File: config.mk
export PLATFORM = sky130hd
export DESIGN_NAME = lif_membrane_integrator
export DESIGN_NICKNAME = d
export VERILOG_FILES = /design/src/rtl/neuron_pkg.sv /design/src/rtl/sat_add_q10.sv /design/src/rtl/lif_membrane_integrator.sv
export SDC_FILE = /design/constraint.sdc
export NUM_CORES = 1
export LEC_CHECK = 0
export ABC_CLOCK_PERIOD_IN_PS = 4270
export CAP_MARGIN = 20
export CELL_PAD_IN_SITES_DETAIL_PLACEMENT = 0
export CELL_PAD_IN_SITES_GLOBAL_PLACEMENT = 1
export CORE_ASPECT_RATIO = 0.7
export CORE_MARGIN = 3
export CORE_UTILIZATION = 37
export DETAILED_ROUTE_END_ITERATION = 16
export PLACE_DENSITY = 0.79
export SLEW_MARGIN = 15
export SYNTH_ARGS = -nofsm -noshare
export SYNTH_HDL_FRONTEND = slang
export SYNTH_SLANG_ARGS = --single-unit
File: constraint.sdc
create_clock -name clk -period 4.27 [get_ports clk]
set_clock_uncertainty 0.1 [all_clocks]
set_input_delay 0.6405 -clock clk [delete_from_list [all_inputs] [get_ports clk]]
set_output_delay 0.6405 -clock clk [all_outputs]
set_load 0.005 [all_outputs]
File: src/rtl/neuron_pkg.sv
// Shared constants, types and helpers for the digital LIF neuron datapath.
// All voltages and currents are signed Q10.10 in DW bits (1.0 = 1024).
package neuron_pkg;

  localparam int DW   = 21;
  localparam int FRAC = 10;

  // Firing threshold, 15.0 in Q10.10; the spike/reset selector uses the same value.
  localparam logic signed [DW-1:0] TH_RAW = 21'sd15360;
  localparam logic signed [DW-1:0] VMAX   = 21'sh0FFFFF;
  localparam logic signed [DW-1:0] VMIN   = 21'sh100000;

  typedef enum logic [1:0] {
    S_IDLE = 2'd0,
    S_CALC = 2'd1,
    S_OUT  = 2'd2
  } state_e;

  // Clamp a DW+2-bit signed sum into the DW-bit range. The value fits when the
  // top three bits are all equal (pure sign extension of bit DW-1).
  function automatic logic signed [DW-1:0] sat_to_dw(input logic signed [DW+1:0] s);
    logic signed [DW-1:0] r;
    if ((s[DW+1:DW-1] == 3'b000) || (s[DW+1:DW-1] == 3'b111)) begin
      r = s[DW-1:0];
    end else if (s[DW+1]) begin
      r = VMIN;
    end else begin
      r = VMAX;
    end
    return r;
  endfunction

endpackage

File: src/rtl/sat_add_q10.sv
// Combinational saturating adder for Q10.10 operands: adds at DW+2 bits and
// clamps the result back to DW bits. Also used by synapse accumulation stages.
module sat_add_q10
  import neuron_pkg::*;
(
  input  logic signed [DW-1:0] a_i,
  input  logic signed [DW-1:0] b_i,
  output logic signed [DW-1:0] y_o
);

  logic signed [DW+1:0] sum_s;

  // Sign-extend both operands, add without overflow, then clamp.
  always_comb begin
    sum_s = {{2{a_i[DW-1]}}, a_i} + {{2{b_i[DW-1]}}, b_i};
    y_o   = sat_to_dw(sum_s);
  end

endmodule

File: src/rtl/lif_membrane_integrator.sv
// Membrane integrator of the LIF neuron: once per accepted timestep applies
// leak to the selector's post-reset voltage, adds synaptic current (unless the
// neuron fires or is refractory), saturates and registers the new potential.
module lif_membrane_integrator
  import neuron_pkg::*;
#(
  parameter int                   LEAK_SHIFT   = 4,
  parameter int                   REFRAC_STEPS = 2,
  parameter logic signed [DW-1:0] V_INIT       = 21'sd0
) (
  input  logic                 clk,
  input  logic                 rst_n,
  input  logic                 in_valid,
  output logic                 in_ready,
  input  logic signed [DW-1:0] i_syn,
  input  logic signed [DW-1:0] v_sel,
  output logic signed [DW-1:0] v_out,
  output logic                 out_valid,
  input  logic                 out_ready,
  output logic                 spike,
  output logic                 refrac_busy
);

  localparam int RCW = (REFRAC_STEPS > 0) ? $clog2(REFRAC_STEPS + 1) : 1;

  state_e                state_q;
  logic                  in_ready_q;
  logic                  out_valid_q;
  logic                  spike_q;
  logic                  refrac_busy_q;
  logic [RCW-1:0]        refrac_q;
  logic [RCW-1:0]        refrac_d;
  logic signed [DW-1:0]  v_q;
  logic signed [DW-1:0]  v_d;
  logic signed [DW-1:0]  i_syn_q;
  logic signed [DW-1:0]  v_sel_q;

  logic                  fire_s;
  logic signed [DW-1:0]  leaked_s;
  logic signed [DW-1:0]  add_s;

  // Timestep datapath: fire decision on the current potential, leak on the
  // latched selector output, input gating and refractory counter update.
  always_comb begin
    fire_s   = (v_q[DW-1] == 1'b0) && (v_q >= TH_RAW);
    // v - (v >>> k) shrinks |v|, so it never overflows DW bits.
    leaked_s = v_sel_q - (v_sel_q >>> LEAK_SHIFT);
    if (fire_s || (refrac_q != {RCW{1'b0}})) begin
      add_s = {DW{1'b0}};
    end else begin
      add_s = i_syn_q;
    end
    if (fire_s) begin
      refrac_d = RCW'(REFRAC_STEPS);
    end else if (refrac_q != {RCW{1'b0}}) begin
      refrac_d = refrac_q - RCW'(1);
    end else begin
      refrac_d = refrac_q;
    end
  end

  sat_add_q10 u_sat_add (
    .a_i (leaked_s),
    .b_i (add_s),
    .y_o (v_d)
  );

  // Control FSM with registered handshake outputs and membrane state.
  always_ff @(posedge clk) begin
    if (!rst_n) begin
      state_q       <= S_IDLE;
      in_ready_q    <= 1'b0;
      out_valid_q   <= 1'b0;
      spike_q       <= 1'b0;
      refrac_busy_q <= 1'b0;
      refrac_q      <= {RCW{1'b0}};
      v_q           <= V_INIT;
      i_syn_q       <= {DW{1'b0}};
      v_sel_q       <= {DW{1'b0}};
    end else begin
      case (state_q)
        S_IDLE: begin
          if (in_ready_q && in_valid) begin
            i_syn_q    <= i_syn;
            v_sel_q    <= v_sel;
            in_ready_q <= 1'b0;
            state_q    <= S_CALC;
          end else begin
            in_ready_q <= 1'b1;
          end
        end
        S_CALC: begin
          v_q           <= v_d;
          spike_q       <= fire_s;
          refrac_q      <= refrac_d;
          refrac_busy_q <= (refrac_d != {RCW{1'b0}});
          out_valid_q   <= 1'b1;
          state_q       <= S_OUT;
        end
        S_OUT: begin
          // Result is held until consumed; a new sample is only accepted
          // from S_IDLE, never in the same cycle as the hand-off.
          if (out_ready) begin
            out_valid_q <= 1'b0;
            in_ready_q  <= 1'b1;
            state_q     <= S_IDLE;
          end else begin
            out_valid_q <= 1'b1;
          end
        end
        default: begin
          in_ready_q  <= 1'b0;
          out_valid_q <= 1'b0;
          state_q     <= S_IDLE;
        end
      endcase
    end
  end

  assign in_ready    = in_ready_q;
  assign out_valid   = out_valid_q;
  assign spike       = spike_q;
  assign refrac_busy = refrac_busy_q;
  assign v_out       = v_q;

endmodule

After elaboration in Yosys (flattened, before gate mapping)

Index checks and enable logic that the tools add are counted.
W data, S select, Z words.

Register bits after elaboration: 71
Latch bits: 0
Memory bits (writable): 0
Bits in read-only memories: 0
Bits of input ports: 46
Output and inout bits: 25
Logic and storage cells: 44
Memories kept: 0

$add $sub $neg: 3
Multiply operators: 0
Div/mod/pow operators: 0
$lt $le $gt $ge: 1
Equal/unequal tests: 5
Shift-type cells: 0
Muxes and demuxes: 13
Bitwise gates (word level): 2
Reduce and logical (&&, ||, !) cells: 11

Operator list:

| cell                   | number |
|---|---|
| $mux W21               | 3 |
| $add A21 B21 Y22       | 1 |
| $ge A21 B15 Y1 const B | 1 |
| $sub A21 B17 Y21       | 1 |
| $mux W2                | 4 |
| $pmux W1 S3            | 2 |
| $pmux W2 S3            | 1 |
| $reduce_and A2 Y1      | 3 |
| $ne A2 B2 Y1 const B   | 2 |
| $reduce_bool A2 Y1     | 2 |
| $eq A3 B3 Y1 const B   | 1 |
| $logic_not A3 Y1       | 1 |
| $mux W1                | 3 |
| $eq A2 B1 Y1 const B   | 1 |
| $eq A2 B2 Y1 const B   | 1 |
| $logic_and A1 B1 Y1    | 2 |
| $logic_not A2 Y1       | 1 |
| $logic_or A1 B1 Y1     | 2 |
| $not A1 Y1             | 2 |
| $sub A2 B1 Y2 const B  | 1 |

Depth between registers and ports, before layout

Depth in word-level cells: 8
Mapped depth: 21
Gate-level depth less buffers: 21

Hierarchy

A second synthesis with hierarchy kept.

Cell total of the unflattened synthesis: 644
Area, all modules: 5206.2 um2

Modules (own cells, without submodules):

| module                  | instances | cells an instance | area an instance (um2) | sequential area each (um2) |
|---|---|---|---|---|
| lif_membrane_integrator | 1         | 469               | 3935.0                 | 1421.4 |
| sat_add_q10             | 1         | 175               | 1271.2                 | 0.0 |

Worst setup path after synthesis

Ideal clock, no wire load.

Path kind: register -> register
Start: register v_sel_q[4]
End: register v_q[3] (netlist: v_out[3])
Library setup time: 0.122 ns
Arrival: 3.965 ns
Data required time: 4.048 ns
Slack: 0.083 ns
Stages on the path, launching flop included: 20
Path buffers: 1
Period minus slack after synthesis: 4.187 ns
Cells stage by stage: dfxtp_1 ha_1 inv_1 fa_1 a211oi_1 o21bai_1 a21oi_1 or2_2 o211ai_1 a31o_2 a21oi_1 xnor2_1 ha_1 a21o_1 a211oi_1 mux2i_1 a211o_1 buf_4 or2_4 a221o_1

Cells in the longest elaborated chain, start to end: 5
Elaborated cells on any way between the ends: 7
Classes of those cells: 2 x add/sub; 1 x eq/ne; 2 x mux; 2 x reduce/logical

RTL lines:

| what                                             | line                          | text |
|---|---|---|
| start: declaration                               | lif_membrane_integrator.sv:36 | `logic signed [DW-1:0] v_sel_q;` |
| start signal: assignment                         | lif_membrane_integrator.sv:79 | `v_sel_q <= {DW{1'b0}};` |
| start signal: assignment                         | lif_membrane_integrator.sv:85 | `v_sel_q <= v_sel;` |
| $sub A21 B17 Y21 (*)                             | lif_membrane_integrator.sv:47 | `leaked_s = v_sel_q - (v_sel_q >>> LEAK_SHIFT);` |
| $add A21 B21 Y22 (*)                             | sat_add_q10.sv:15             | `sum_s = {{2{a_i[DW-1]}}, a_i} + {{2{b_i[DW-1]}}, b_i};` |
| $eq A3 B3 Y1 or $logic_not A3 Y1 (tied branches) | neuron_pkg.sv:23              | `if ((s[DW+1:DW-1] == 3'b000) \|\| (s[DW+1:DW-1] == 3'b111)) begin` |
| $logic_or A1 B1 Y1                               | neuron_pkg.sv:23              |  |
| $mux W21 (*)                                     | neuron_pkg.sv:23              |  |
| end signal: assignment                           | lif_membrane_integrator.sv:93 | `v_q <= v_d;` |
| end: declaration                                 | lif_membrane_integrator.sv:33 | `logic signed [DW-1:0] v_q;` |

Mark *: on every way between the ends. The rest lies on a longest branch, timed or not.
A chain may end at the register's enable or synchronous reset.

Final worst setup path

Start: register v_sel_q[0]
End: register v_q[3] (netlist: v_out[3])

The elaborated chain is that of the path after synthesis.

==> impl_metrics.ini <==
[floorplanning]
num_rows = 34
die_width_um = 143
start_util_pct = 38.6
io_pins = 71
die_area_um2 = 14600
die_h_um = 102
coreArea_um2 = 12700

[sta]
slew_violations = 0
fmax_mhz = 238
slew_headroom_pct = 63.1
fin_ws_ns = 0.0652
setup_viol = 0
period_share_pct = 98.5
rsz0062_at_grt = yes
tightest_slew_ns = 0.553
min_period_ns = 4.20
final-hold-violation-count = 0

[global_route]
grt_usage_pct = 18.3
overflow = 0
grt_start_max_net_pins = 43
grt_first_pass_wirelength_um = 21600
first_global_vias = 4487
antenna_found_initial = 0

[worst_setup_path]
rr_endpoint = v_out[3]
r2r_start = v_sel_q[0]
start_kind = flip-flop
critPathKind = flip-flop to flip-flop
arrival_ns = 4.34
r2r_slack_ns = 0.07
crit_path_start = v_sel_q[0]
endpoint_kind = flip-flop
slowest_stage = fa_2
crit_fanout = 5
critical_path.cell_chain = inv_2 > ha_4 > inv_2 > fa_2 > a211oi_2 > o21bai_2 > a21oi_2 > or2_4 > o211ai_1 > a31o_2 > a21oi_2 > xnor2_1 > ha_1 > a21o_1 > a211oi_2 > mux2i_1 > a211o_1 > buf_6 > or2_4 > a221o_1
cp.required_ns = 4.41
crit_end = v_out[3]
reg2reg_depth = 20
crit_path_max_incr_delay_ns = 0.36

[outcome]
outcome = finished, final reports clean

[pwr]
powerDensity_nw_per_um2 = 623
p_leak_nw = 2.66
max-vdd-ir-drop_uv = 272
p_total_w = 0.00410

[yosys]
ys_async_sr_fraction_pct = 0
netlist.area_leader.share_pct = 29.1
yosysWarnings = 0
yosys.area.top_type = dfxtp_1
synth_seq_cells = 71
synthFlopType = dfxtp_1
synth_nets = 732
syn_area_um2 = 4890
synthTopCellsByArea = dfxtp_1, ha_1, nand2_1
synthCells = 639
synth.distinct_cells = 59
avgSynthCellArea_um2 = 7.65
synth-edff-count = 0
yosysSeqAreaShare_pct = 29.1

[routing]
drc = 0
ant_nets = 0
routedWlPerCell_um = 15.0
drt-pass1-iter-count = 4
routed_via_density = 5.34
vias = 4803
drt_iter0_drc = 250
wl_um = 13500

[clocking]
clockBufferDepth = 2
cts_hold_buf = 0
cts_tree = built
h-tree-depth = 3
clock_sinks = 71
root_buffer = clkbuf_16
clock_latency_ns = 0.35
cts_buffers = 9
clk_pin_slew_ns = 0.06

[finish]
final_layout_size_suffix_gt1_share_pct = 16.0
antenna_cells = 0
area_delta_synth_final_pct = 34.8
fillCellCount = 1230
layout.nets = 826

[run]
cap_viol_max_count = 0

[placement]
dpl.hpwl_um = 10100
pre_cts_slack_ns = -0.139
place_congestion = 0.895
portBuffers = 70

[worst_hold_path]
hp-class = flip-flop to flip-flop
==> per-layer routing <==
metal / track usage [%] / up-vias / wire length [µm]
met4: 5.72 / 0 / 192
li1: - / 2454 / -
met5: 0 / - / 0
met3: 3.60 / 17 / 526
met1: 25.3 / 2240 / 6760
met2: 29.0 / 92 / 6040
==> area by class of cell <==
class	count	area, µm²	area share (%)
multi-input cells	506	3500	53.2
well taps	162	203	3.08
clock inverters	6	43.8	0.665
flip-flops and latches	71	1430	21.6
repair buffers	111	1050	15.9
inverters	34	128	1.94
clock buffers	10	239	3.63
==> per-stage QoR <==
step	setup TNS (ns)	utilization (%)	cell area, µm²	hold WS, ns	std cells
after floorplan	0	-	4890	0.332	639
after global placement	-0.170	46.9	5950	0.342	879
after detailed placement	-1.36	46.9	5950	0.342	879
after CTS	0	49.5	6280	0.350	896
after global routing	-1.16	52.0	6590	0.379	900
final	0	52.0	6590	0.348	900
==> power by group <==
group	switching (W)	internal [W]
Combinational	0.00135	0.00120
Clock	0.000308	0.000411
Sequential	0.0000752	0.000760
Total	0.00174	0.00237
==> cells in the mapped netlist, drive strengths merged, types with 3 or more instances <==
master	instances
a211oi	10
a21o	10
a21oi	81
a31oi	7
a32oi	10
and2	25
and3	4
buf	3
clkbuf	25
dfxtp	71
ha	45
inv	33
maj3	3
mux2i	4
nand2	118
nand2b	3
nand3	28
nand4	5
nor2	27
nor3	7
nor3b	3
nor4	4
o211ai	7
o21a	4
o21ai	26
o21bai	5
o22ai	3
or2	4
xnor2	24
xor2	8
==> cells in the final DEF, fill, tap and decap left out, types with 21 or more instances in the layout <==
cell               n
a21oi_1           69
and2_1            23
buf_4             34
clkdlybuf4s50_1   70
dfxtp_1           68
ha_1              42
inv_1             30
nand2_1          116
nand3_1           28
nor2_1            27
o21ai_0           21
xnor2_1           23
==> state kept, by name, summed over array words and instances, names as in the netlist <==
| register | flops |
|---|---|
| spike | 1 |
| refrac_q | 2 |
| v_out | 21 |
| in_ready | 1 |
| refrac_busy | 1 |
| v_sel_q | 21 |
| state_q | 2 |
| out_valid | 1 |
| i_syn_q | 21 |
==> repair_timing <==
item                                    CTS  global route
pin swaps                                 9            35
endpoints found under the setup margin   19            21
gates resized for setup                  11            58
buffers inserted                          1             3
cloned                                    0             2
==> critical path, delay by kind of cell, from the launching register on <==
kind	cells	cell delay [ns]
AO/OA/AOI/OAI	10	1.97
XOR/XNOR	1	0.09
adder cells (fa/ha/maj)	3	0.82
buffers and inverters	3	0.26
flip-flops	1	0.32
multiplexers	1	0.11
AND/OR/NAND/NOR	2	0.42
==> kinds of logic after synthesis <==
logic type	Yosys count	synth area share [%]
AOI/OAI and AO/OA	186	24.2
xor gates and xnor gates	32	5.89
adders and majority gates	50	13.0
buffers and inverters	62	4.92
DFF	71	29.1
muxes	4	0.819
and+or+nand+nor	234	22.1
==> worst min-delay path by stage <==
stage / depth (start not counted) / from / endpoint / slack (ns)
after detailed placement: 2 / i_syn_q[18] / i_syn_q[18] / 0.34
after global routing: 2 / i_syn_q[6] / i_syn_q[6] / 0.38
after CTS: 2 / i_syn_q[18] / i_syn_q[18] / 0.35
final: 2 / v_out[7] / v_out[7] / 0.35
after global placement: 2 / i_syn_q[13] / i_syn_q[13] / 0.34
after floorplan: 2 / i_syn_q[0] / i_syn_q[0] / 0.33
Power figures use the tool's default switching activity.
==> variant 1, RTL diff (same flow settings) <==
Change the parameter `REFRAC_STEPS` from 2 to 4.
--- a/src/rtl/lif_membrane_integrator.sv
+++ b/src/rtl/lif_membrane_integrator.sv
@@ -5,7 +5,7 @@
   import neuron_pkg::*;
 #(
   parameter int                   LEAK_SHIFT   = 4,
-  parameter int                   REFRAC_STEPS = 2,
+  parameter int                   REFRAC_STEPS = 4,
   parameter logic signed [DW-1:0] V_INIT       = 21'sd0
 ) (
   input  logic                 clk,
Formal check against the unedited RTL: same outputs for any inputs over 4 cycles, from zero or initial values and one cycle with rst_n low; that may be too few to reach the edited logic, so the function may still have changed.
==> variant 1 against the original RTL <==
- the flow now finishes with violations (negative setup slack)
- critical endpoint is now v_out[17]$_SDFFE_PN0N_
- via count up 1.7%
- highest routed layer unchanged
- synthesized area up 3.3%
- wire length up 1.1%
- sequential cell count up 1
- design area up 6.4%
- global-route usage up 0.082 points
- worst setup slack worse by 0.18 ns
- total power up 4.8%
==> variant 1: results (changes against the original RTL) <==
Place
  • Post-detailed-placement cell area: 6260 um2 (+5.3%)
  • Detailed placement HPWL: 9670 um (-4.3%)
  • Number of port buffers: 70 (unchanged)
  • Cell Count Post-Placement: 917 (+4.3%)
  • Post-Place Worst Slack: -0.284 ns (-0.145 ns)
  • Placer's final routability congestion estimate: 0.839 (-6.2%)

Synthesis
  • Number of nets in the synthesized netlist: 736 (+0.55%)
  • Share of synthesized flip-flops with an asynchronous set or reset: 0% (unchanged)
  • Share of the yosys chip area belonging to registers: 28.6% (-0.52 points)
  • Avg Inst Size Synth: 7.88 um2 (+3.1%)
  • Number of synthesis warnings: 0 (unchanged)
  • Most instantiated cells after synthesis: 104 x nand2_1, 79 x a21oi_1, 72 x dfxtp_1, 48 x ha_1, 38 x inv_1
  • Cells taking the most area after synthesis: dfxtp_1 29%, ha_1 12%, a21oi_1 7.8%, nand2_1 7.7%, maj3_2 4.2%
  • Library cells used by synthesis: 58 (-1.7%)

Detailed routing
  • Vias per std cell: 5.09 (-4.6%)
  • Routed vias: 4,887 (+1.7%)
  • Routed length on met3: 543 um (+3.2%)
  • Violation count after the first detailed-route iteration: 220 (-12%)
  • TritonRoute pass-1 iters: 5 (+1)
  • Met2 routed WL: 6270 um (+3.9%)
  • Total Routed Length: 13,700 um (+1.1%)
  • Sum of routed wire segments on met1: 6630 um (-2.0%)

Global route
  • Met3 GRT Util: 4.24% (+0.64 points)
  • First-pass GRT wire length: 23,300 um (+8.3%)
  • Pin count of the biggest net entering global routing: 52 (+21%)
  • GRT Util Overall: 18.4% (+0.082 points)
  • Met1 Resource Use GR: 24.0% (-1.3 points)
  • Vias in the first global route: 4,975 (+11%)
  • GRT met2 Usage: 30.4% (+1.4 points)

Setup path
  • Delay of the slowest critical-path stage: 0.50 ns (+0.14 ns)
  • Crit path DAT: 4.46 ns (+0.12 ns)
  • Highest fanout seen on the critical path: 5 (unchanged)
  • Max stage delay cell, worst path: or4_4

Power
  • Static Leakage: 0.00292 uW (+9.7%)
  • IR Drop Worst-Case VDD: 0.000278 V (+2.2%)

Clock network
  • Clock tree root buffer cell: clkbuf_16
  • H-tree depth reported by CTS: 3 (unchanged)
  • Clock edge transition at the registers on the reported setup and hold paths: 0.06 ns (about the same)

STA
  • Slew headroom: 32.9% (-30 points)
  • Number of setup violations in the final report: 21 (+21)
  • Setup ws final: -0.112 ns (-0.178 ns)
  • Setup tns final: -1.69 ns (-1.69 ns)

Run status
  • Failing checks: negative setup slack
  • Outcome: finished, violations left

Cells and area
  • Total Nets Final: 866 (+4.8%)
  • Fraction of final layout cells sized beyond drive strength 1: 21.9% (+5.9 points)

Min path
  • Class of the tightest hold or removal check: reg -> reg
-- variant 1: report_power, final --
group	internal [uW]	switching (uW)	leakage, uW	total (uW)
logic	1410	1300	0.00217	2710
clock network	527	285	0.000154	813
registers	739	46.0	0.000588	785
-- variant 1: worst paths after layout --
| check | startpoint | to | slack, ns | cells past startpoint |
|---|---|---|---|---|
| worst max-delay path | v_sel_q[0]$_SDFFE_PN0P_ | v_out[17]$_SDFFE_PN0N_ | -0.11 | 24 |
| worst min-delay path | i_syn_q[19]$_SDFFE_PN0P_ | i_syn_q[19]$_SDFFE_PN0P_ | 0.35 | 2 |
| worst max register to register | v_sel_q[0]$_SDFFE_PN0P_ | v_out[17]$_SDFFE_PN0N_ | -0.11 | 24 |
| worst min register to register | i_syn_q[19]$_SDFFE_PN0P_ | i_syn_q[19]$_SDFFE_PN0P_ | 0.35 | 2 |
-- variant 1: area by class of cell --
type                            count  area [um2]
Clock buffer                       13         250
Clock inverter                      3        65.1
Fill cell                        1261        6220
Inverter                           39         146
Multi-Input combinational cell    502        3480
Sequential cell                    72        1450
Tap cell                          185         231
Timing Repair Buffer              146        1380
-- variant 1: cells by family (layout without fill, tap and decap cells) --
family | count (synthesis) | in the layout | share of synthesized area (%)
simple gates | 207 | 207 | 18.8
compound gates | 193 | 193 | 24.5
flops | 72 | 72 | 28.6
fa+ha+maj | 70 | 70 | 17.1
buf+inv | 66 | 201 | 5.36
xor+xnor | 29 | 29 | 5.03
mux | 3 | 3 | 0.595
-- variant 1: repair_timing --
action                     4_1_cts  5_1_grt
resized for setup               36       12
cloned                           3        2
buffers inserted                12       11
setup endpoints to repair       21       21
pin swaps                       25       38
hold buffers                     0        0
==> variant 2, RTL diff (same settings) <==
Made on the original files. The 3 states of `state_e` get a one-hot encoding in 3 bits.
--- a/src/rtl/neuron_pkg.sv
+++ b/src/rtl/neuron_pkg.sv
@@ -10,10 +10,10 @@
   localparam logic signed [DW-1:0] VMAX   = 21'sh0FFFFF;
   localparam logic signed [DW-1:0] VMIN   = 21'sh100000;
 
-  typedef enum logic [1:0] {
-    S_IDLE = 2'd0,
-    S_CALC = 2'd1,
-    S_OUT  = 2'd2
+  typedef enum logic [2:0] {
+    S_IDLE = 3'b001,
+    S_CALC = 3'b010,
+    S_OUT  = 3'b100
   } state_e;
 
   // Clamp a DW+2-bit signed sum into the DW-bit range. The value fits when the
Formal check against the unedited RTL: no difference found for any inputs over 4 cycles, from zero or initial values and one cycle with rst_n low; so few cycles prove little.
==> variant 2 against the original RTL <==
- combinational power shrank 30%
- wire length grew 0.58%
- sequential cell count grew 1
- maximum frequency shrank 3.2%
- sequential share of layout area shrank 0.52 points
- the run now ends with negative setup slack left
- die area grew 0.24%
- worst setup slack lost 0.14 ns
- design area grew 4.1%
- total power shrank 20%
- non-clock buffer count grew 13
- synthesized area grew 0.26%
- critical path depth grew 2
==> variant 2: results (changes against the original RTL) <==
Clock network
  • Inserted Clock Buffers: 9 (unchanged)
  • H-tree depth reported by CTS: 3 (unchanged)
  • Clock Path Buffers: 2 (unchanged)
  • Clock insertion delay at the later pin of the skew report: 0.33 ns (-0.02 ns)
  • Clock tree root buffer cell: clkbuf_16
  • Clock edge transition at the registers on the reported setup and hold paths: 0.06 ns (about the same)

Detailed routing
  • Total Routed Length: 13,600 um (+0.58%)
  • TritonRoute pass-1 iters: 5 (+1)
  • Average wire length per cell after detail routing: 14.8 um (-1.6%)
  • Routed vias: 4,835 (+0.67%)
  • Violation count after the first detailed-route iteration: 263 (+5.2%)

Place
  • Detailed placement HPWL: 9410 um (-6.9%)
  • Placer's final routability congestion estimate: 0.879 (-1.8%)
  • Post-detailed-placement cell area: 6020 um2 (+1.3%)
  • Number of port buffers: 70 (unchanged)
  • Cell Count Post-Placement: 892 (+1.5%)

Setup path
  • Delay of the slowest critical-path stage: 0.35 ns
  • Max stage delay cell, worst path: fa_2
  • Cell family contributing the most delay on the critical path: compound AO/OA/AOI/OAI gates
  • Crit path DAT: 4.44 ns (+0.10 ns)
  • Highest fanout seen on the critical path: 6 (+1)

STA
  • Number of setup violations in the final report: 17 (+17)
  • Setup ws final: -0.0720 ns (-0.137 ns)
  • Max Slew Vio Count: 0 (unchanged)
  • Slew headroom: 44.4% (-19 points)

Synthesis
  • Cells taking the most area after synthesis: dfxtp_1 29%, a21oi_1 11%, ha_1 10%, nand2_1 8.4%, o21ai_0 3.8%
  • Library cells used by synthesis: 55 (-6.8%)
  • Most instantiated cells after synthesis: 110 x nand2_1, 104 x a21oi_1, 72 x dfxtp_1, 41 x ha_1, 38 x nor2_1
  • Number of nets in the synthesized netlist: 737 (+0.68%)
  • Post-synthesis cell count: 648 (+1.4%)
  • Most instantiated flip-flop cell in the synthesis netlist: dfxtp_1
  • Number of synthesized flops with an enable pin: 0 (unchanged)
  • Number of synthesis warnings: 0 (unchanged)
  • Share of synthesized flip-flops with an asynchronous set or reset: 0% (unchanged)
  • Share of the yosys chip area belonging to registers: 29.4% (+0.33 points)

Global route
  • Pin count of the biggest net entering global routing: 53 (+23%)
  • GRT Util Overall: 18.6% (+0.29 points)
  • Antenna violations before repair: 0 (unchanged)
  • First-pass GRT wire length: 22,400 um (+3.8%)
  • Vias in the first global route: 4,937 (+10%)

Cells and area
  • Number of diodes: 0 (unchanged)
  • Total Nets Final: 843 (+2.1%)
  • Fraction of final layout cells sized beyond drive strength 1: 21.0% (+5.0 points)

Power
  • Net Sw Power: 1170 uW (-33%)
  • IR Drop Worst-Case VDD: 0.000265 V (-2.3%)
  • Static Leakage: 0.00267 uW (+0.44%)

Run status
  • Failing checks: negative setup slack
  • Outcome: finished, violations left

Min path
  • Class of the tightest hold or removal check: reg -> reg
## variant 2: changes by cell type in the layout (fill, tap and decap cells not counted), moves of 7 or more
cell | unedited run | this run
buf_4 | 34 | 43
o21ai_0 | 21 | 32
nor3_1 | 6 | 13
nand3_1 | 28 | 8
a21oi_2 | 10 | 23
a21oi_1 | 69 | 80
maj3_2 | 0 | 17
## variant 2: path summary, 6_finish.rpt
check,from,end,slack [ns],cells after the start
setup / recovery,v_sel_q[0]$_SDFFE_PN0P_,v_out[4]$_SDFFE_PN0P_,-0.07,22
hold / removal,i_syn_q[18]$_SDFFE_PN0P_,i_syn_q[18]$_SDFFE_PN0P_,0.35,2
setup reg to reg,v_sel_q[0]$_SDFFE_PN0P_,v_out[4]$_SDFFE_PN0P_,-0.07,22
hold reg to reg,i_syn_q[18]$_SDFFE_PN0P_,i_syn_q[18]$_SDFFE_PN0P_,0.35,2
## variant 2: metal layers
metal	vias to the layer above	global-route usage, %	share of wire [%]	wire, um
met5	-	0	0	0
met4	0	5.21	0.90	123
met3	10	3.84	4.4	604
met2	108	31.2	47	6340
met1	2257	24.4	48	6520
li1	2460	-	-	-
## variant 2: timing repair
action / CTS / global route
pin swaps: 34 / 34
gates cloned: 2 / 2
setup buffers: 7 / 5
gates resized for setup: 48 / 44
endpoints found under the setup margin: 21 / 21
## variant 2: cell type report
| type | instances | area, um2 |
|---|---|---|
| clock buffers | 13 | 270 |
| clock inverters | 2 | 37.5 |
| fillers | 1221 | 5820 |
| inverters | 35 | 131 |
| multi-input cells | 512 | 3560 |
| flip-flops and latches | 72 | 1450 |
| well taps | 162 | 203 |
| repair buffers | 124 | 1210 |
## variant 2: through the flow
| stage | utilization (%) | power (uW) | setup TNS, ns | worst slack (ns) |
|---|---|---|---|---|
| after global placement | 47.5 | 2050 | -4.89 | -0.303 |
| after floorplan | - | 1690 | 0 | 0.00870 |
| final | 54.1 | 3270 | -0.612 | -0.0720 |
| after global routing | 54.1 | 3470 | -4.78 | -0.306 |
| after CTS | 52.2 | 3100 | 0 | 0.00405 |
| after detailed placement | 47.5 | 2080 | -6.72 | -0.398 |
## variant 2: power groups by stage
stage | logic (uW) | registers, uW | clock network (uW)
finish | 1780 | 714 | 776
CTS | 1590 | 714 | 793
floorplan | 965 | 722 | 0
detailed placement | 1350 | 728 | 0
global route | 1940 | 717 | 817
global placement | 1320 | 726 | 0
## variant 2: cell families (layout without fill, tap and decap cells)
group	count (synthesis)	after routing	synth area share, %
fa+ha+maj	63	63	15.7
simple gates	220	220	20.0
flops	72	72	29.4
xor+xnor	31	31	5.54
buf+inv	64	174	5.16
compound gates	197	197	24.0
mux	1	1	0.204
